## config.mk

```make
export PLATFORM = sky130hd
export DESIGN_NAME = mem_arb
export DESIGN_NICKNAME = d
export VERILOG_FILES = /design/src/rtl/mem_arb_pkg.sv /design/src/rtl/mem_arb_pick.sv /design/src/rtl/mem_arb.sv
export SDC_FILE = /design/constraint.sdc
export NUM_CORES = 1
export LEC_CHECK = 0
export BUFFER_PORTS_ARGS = -buffer_cell sky130_fd_sc_hd__buf_2
export CORE_AREA = 5 5 232 234
export DETAILED_ROUTE_END_ITERATION = 10
export DIE_AREA = 0 0 237 239
export MAX_ROUTING_LAYER = met4
export PLACE_DENSITY = 0.54
export SLEW_MARGIN = 15
export SYNTH_ARGS = -nofsm -noshare
export SYNTH_HDL_FRONTEND = slang
export SYNTH_SLANG_ARGS = --single-unit
```

## constraint.sdc

```tcl
create_clock -name clk -period 1.34 [get_ports clk]
set_input_delay 0.067 -clock clk [delete_from_list [all_inputs] [get_ports clk]]
set_output_delay 0.067 -clock clk [all_outputs]
set_load 0.03 [all_outputs]
```

## src/rtl/mem_arb_pkg.sv

```systemverilog
// Shared types and constants for the two-requester memory arbiter.
package mem_arb_pkg;

  localparam int unsigned ADDR_W = 64;
  localparam int unsigned DATA_W = 64;
  localparam int unsigned MASK_W = 8;

  // Requester ids double as bit positions in the valid/grant vectors.
  localparam logic ID_IF = 1'b0;
  localparam logic ID_LS = 1'b1;

  typedef enum logic [1:0] {
    StIdle,
    StWait,
    StAccess,
    StResp
  } state_e;

endpackage

```

## src/rtl/mem_arb_pick.sv

```systemverilog
// Combinational grant decision between the fetch and load/store requesters.
module mem_arb_pick
  import mem_arb_pkg::*;
#(
  parameter bit RrEn = 1'b0
) (
  input  logic [1:0] valid,
  input  logic       last_grant,
  output logic [1:0] grant
);

  always_comb begin
    grant = '0;
    if (valid[ID_IF] && valid[ID_LS]) begin
      // On contention, round-robin favours whoever did not win last time.
      if (RrEn && (last_grant == ID_LS)) begin
        grant[ID_IF] = 1'b1;
      end else begin
        grant[ID_LS] = 1'b1;
      end
    end else if (valid[ID_IF]) begin
      grant[ID_IF] = 1'b1;
    end else if (valid[ID_LS]) begin
      grant[ID_LS] = 1'b1;
    end
  end

endmodule

```

## src/rtl/mem_arb.sv

```systemverilog
// Single-outstanding memory arbiter for fetch and load/store requesters.
// Define MEM_ARB_RR_EN for round-robin on contention; otherwise load/store always wins.
module mem_arb
  import mem_arb_pkg::*;
#(
  parameter int unsigned LAT = 0
) (
  input  logic              clk,
  input  logic              rst,
  input  logic              if_req_valid,
  output logic              if_req_ready,
  input  logic [ADDR_W-1:0] if_addr,
  output logic              if_resp_valid,
  output logic [DATA_W-1:0] if_rdata,
  input  logic              ls_req_valid,
  output logic              ls_req_ready,
  input  logic              ls_wen,
  input  logic [ADDR_W-1:0] ls_addr,
  input  logic [DATA_W-1:0] ls_wdata,
  input  logic [MASK_W-1:0] ls_mask,
  output logic              ls_resp_valid,
  output logic [DATA_W-1:0] ls_rdata,
  output logic              mem_ren,
  output logic              mem_wen,
  output logic [ADDR_W-1:0] mem_raddr,
  output logic [ADDR_W-1:0] mem_waddr,
  output logic [DATA_W-1:0] mem_wdata,
  output logic [MASK_W-1:0] mem_mask,
  input  logic [DATA_W-1:0] mem_rdata
);

  localparam logic [3:0] LatCnt = 4'(LAT);
`ifdef MEM_ARB_RR_EN
  localparam bit RrEn = 1'b1;
`else
  localparam bit RrEn = 1'b0;
`endif

  state_e            state_q, state_d;
  logic [3:0]        cnt_q, cnt_d;
  logic [DATA_W-1:0] resp_q, resp_d;
  logic              id_q, wen_q;
  logic [ADDR_W-1:0] addr_q;
  logic [DATA_W-1:0] wdata_q;
  logic [MASK_W-1:0] mask_q;

  logic [1:0] valid, grant;
  logic       last_grant, accept, grant_id;

  assign valid[ID_IF] = if_req_valid;
  assign valid[ID_LS] = ls_req_valid;

  mem_arb_pick #(
    .RrEn(RrEn)
  ) u_pick (
    .valid     (valid),
    .last_grant(last_grant),
    .grant     (grant)
  );

  assign accept   = (state_q == StIdle) && !rst && (|grant);
  assign grant_id = grant[ID_LS] ? ID_LS : ID_IF;

  assign if_req_ready = accept && grant[ID_IF];
  assign ls_req_ready = accept && grant[ID_LS];

`ifdef MEM_ARB_RR_EN
  logic last_grant_q;

  always_ff @(posedge clk) begin
    if (rst) begin
      last_grant_q <= ID_IF;
    end else if (accept) begin
      last_grant_q <= grant_id;
    end
  end

  assign last_grant = last_grant_q;
`else
  assign last_grant = ID_IF;
`endif

  always_comb begin
    state_d = state_q;
    cnt_d   = cnt_q;
    resp_d  = resp_q;
    case (state_q)
      StIdle: begin
        if (accept) begin
          cnt_d   = LatCnt;
          state_d = (LAT > 0) ? StWait : StAccess;
        end
      end
      StWait: begin
        cnt_d = cnt_q - 4'd1;
        if (cnt_q <= 4'd1) begin
          state_d = StAccess;
        end
      end
      StAccess: begin
        resp_d  = wen_q ? '0 : mem_rdata;
        state_d = StResp;
      end
      StResp:  state_d = StIdle;
      default: state_d = StIdle;
    endcase
  end

  always_ff @(posedge clk) begin
    if (rst) begin
      state_q <= StIdle;
      cnt_q   <= '0;
      resp_q  <= '0;
    end else begin
      state_q <= state_d;
      cnt_q   <= cnt_d;
      resp_q  <= resp_d;
    end
  end

  // Request fields are captured only at acceptance; later input changes are ignored.
  always_ff @(posedge clk) begin
    if (rst) begin
      id_q    <= ID_IF;
      wen_q   <= 1'b0;
      addr_q  <= '0;
      wdata_q <= '0;
      mask_q  <= '0;
    end else if (accept) begin
      id_q    <= grant_id;
      wen_q   <= grant[ID_LS] && ls_wen;
      addr_q  <= grant[ID_LS] ? ls_addr : if_addr;
      wdata_q <= grant[ID_LS] ? ls_wdata : '0;
      mask_q  <= grant[ID_LS] ? ls_mask : '0;
    end
  end

  always_comb begin
    mem_ren       = 1'b0;
    mem_wen       = 1'b0;
    mem_raddr     = '0;
    mem_waddr     = '0;
    mem_wdata     = '0;
    mem_mask      = '0;
    if_resp_valid = 1'b0;
    if_rdata      = '0;
    ls_resp_valid = 1'b0;
    ls_rdata      = '0;
    if (!rst) begin
      case (state_q)
        StAccess: begin
          if (wen_q) begin
            mem_wen   = 1'b1;
            mem_waddr = addr_q;
            mem_wdata = wdata_q;
            mem_mask  = mask_q;
          end else begin
            mem_ren   = 1'b1;
            mem_raddr = addr_q;
          end
        end
        StResp: begin
          if (id_q == ID_LS) begin
            ls_resp_valid = 1'b1;
            ls_rdata      = resp_q;
          end else begin
            if_resp_valid = 1'b1;
            if_rdata      = resp_q;
          end
        end
        default: ;
      endcase
    end
  end

endmodule
```

==> metrics <==
Root Driver=clkbuf_16; Worst path top cell family by delay=buffers and inverters; # nets final=2183; WP buf/inv=4; DR DRC count=0; Yosys warnings=0; r2r setup slk=-0.39 ns; cells along the critical path=buf_6 > and4b_4 > buf_4 > clkbuf_16 > and2_1 > clkbuf_4; syn_nets=1284; Top FF cell, synth=dfxtp_1; first-pass GRT wire length=68600 um; Ports=603; DP HPWL=30800 um; largest net degree at the start of global routing=64; minimum hold slack=0.0463 ns; GRT Total Usage=0.155; Yosys reg bits=208; Critical Path Sink Type=output pin; fraction of layout cells with a size suffix above 1=0.584; start point of the critical path=state_q[1]; Lkg Pwr=9.58 nW; Clk Latency, worst-skew pair=0.54 ns; Synth Area in Simple Gates=0.228; crit path DAT=2.01 ns; period utilization=1.55; TritonCTS buffer count=25; critical path startpoint category=flop; clock skew=0.0144 ns; Reg-to-Reg Start=wen_q; max-slew violations=0; Avg Vias per Cell=4.49; worst setup margin=-0.736 ns; most frequent cells in the layout=buf_2, buf_6, dlygate4sd3_1, dfxtp_1, and2_4; Area contributors post-synth=dfxtp_1, and2_1, a22o_1, mux2i_1, a211oi_2; failing checks=setup timing; slowest CP cell=dfxtp_4; final setup fails=536; initial antenna violation count=4; WL/cell=20.5 um; Mapped Avg Cell Area=9.84 sq um; clock-pin transition on the worst setup and hold timing paths=0.06 ns; initial core utilization=0.192; clock sinks=208; hold-critical path depth=4; hold crit path type=input pin to flop; CP max stage delay=0.39 ns; max cap viols=0; status=finished with violations; WS Path Type=flop to output pin; Layout Area Growth over Synthesis=111%; worst r2r dst=resp_q[34]; Yosys top cell area share=0.418; die width=237 um; Total Neg Setup Slack=-258.13 ns; XOR/XNOR Fraction of Synth Area=0.000879; pre-CTS setup slack=-0.423 ns; synth unique cells=40; maximum root-to-sink buffer count=3; height of the die=239 um; H-tree levels=1; Post-DRT Antenna Nets=0; async set-reset flop share out of synthesis=0; Seq/Total Area, Yosys=0.418; Critical Path Fanout Max=10; commonest non-fill, non-tap cell in the layout=buf_2; number of synthesized flops with an enable pin=0; vias in the first global route=11900; mux contribution to synthesized area=0.0643; synthesized area=0.00996 sq mm; Post-Syn Instances=1013; final wirelength=53700 um; finished layout cell area=0.0210 sq mm; leading area contributor after synthesis=dfxtp_1; RSZ-0062 raised after global routing=true; Placeable Area=0.0518 sq mm; Period minus WS final=2.08 ns; Max Clk Rate=482 MHz; TritonCTS clock tree=built; DR iter-0 viols=488; PortBufs=602; Slew HR=0.650; die area=0.0566 sq mm; main combinational cell family by area after synthesis=simple AND/OR/NAND/NOR gates; WHS Endpoint=addr_q[58]; Adder-Cell Fraction of Synth Area=0.00251; FP Rows=84; VDD IR max=0.000706 V; drt pass-1 iters=5; Worst EP required=1.27 ns; Hold Fails Final Rpt=0; Worst-Margin Slew=0.519 ns; worst r2r path cells=5; routability cong.=0.883; grt total ovfl=0; Synth Area in Compound Gates=0.225; PwrDens=859 mW/mm^2; total power=18.0 mW; hold wc startpoint=if_addr[58]; via count=11800; dpl cell area=0.0145 sq mm
[worst reg2reg max path, cell delays in order (launching register included)]
cell and delay, ns:
dfxtp_4 0.36, nor4_4 0.34, buf_6 0.17, buf_12 0.13, buf_4 0.39, a22o_1 0.27
[metal layers]
metal	vias up	track usage	wire [um]
met5	-	-	0
met4	0	0.0666	2720
met3	157	0.0266	3890
met2	610	0.268	26600
met1	5620	0.176	20400
li1	5378	-	-
[worst max-delay path by stage]
stage | endpoint | cells after the start
5_1_grt | ls_rdata[58] | 6
4_1_cts | mem_raddr[7] | 5
6_report | ls_rdata[58] | 6
3_3_place_gp | resp_q[4] | 5
2_1_floorplan | mem_raddr[0] | 5
3_5_place_dp | resp_q[19] | 5
[cells by family after synthesis]
logic type	count (synthesis)
XOR/XNOR	1
multiplexers	64
buffers and inverters	109
AND/OR/NAND/NOR	356
flip-flops	208
adder cells (fa/ha/maj)	2
AO/OA/AOI/OAI	273
[stage by stage]
stage                     utilization  instances
final                           0.405       2620
after global routing            0.405       2620
after CTS                       0.369       2589
after detailed placement        0.279       2265
after global placement          0.279       2265
after floorplan                     -       1013
[power breakdown]
group          total (mW)  switching, mW  internal, mW
Clock                6.95           2.77          4.18
Sequential           7.23          0.496          6.73
Combinational        3.86           1.72          2.14
Total                18.0           4.98          13.1
[state kept, by name, indices dropped and copies added, names as in the netlist]
signal	flops
resp_q	64
wen_q	1
addr_q	64
cnt_q	4
wdata_q	64
state_q	2
mask_q	8
id_q	1
[synth_stat cells (2+ instances only)]
master	count
dfxtp_1	208
nand2b_1	2
nor2_1	5
a211oi_1	26
a22o_1	136
inv_1	3
and2_1	330
or2_2	2
buf_6	5
clkbuf_1	13
mux2i_1	64
buf_4	19
nand3b_1	3
ha_1	2
a211oi_2	38
buf_2	61
a21oi_1	67
clkbuf_2	7
[repair_timing]
action / in CTS / in global routing
setup endpoints to repair: 539 / 540
setup buffers: 8 / 5
pin swaps: 21 / 41
gates cloned: 10 / 24
endpoints found under the hold margin: 199 / 0
hold buffers: 261 / 0
resized for setup: 307 / 619
[layout make-up]
class                           count  area (sq um)
Fill cell                        4690         30800
Timing Repair Buffer              978          9230
Multi-Input combinational cell    696          5880
Sequential cell                   208          4180
Tap cell                          688           861
Clock buffer                       33           726
Clock inverter                     12           121
Inverter                            3          16.3
Antenna cell                        2          5.00
No activity file was read; power rests on OpenSTA's default activity.
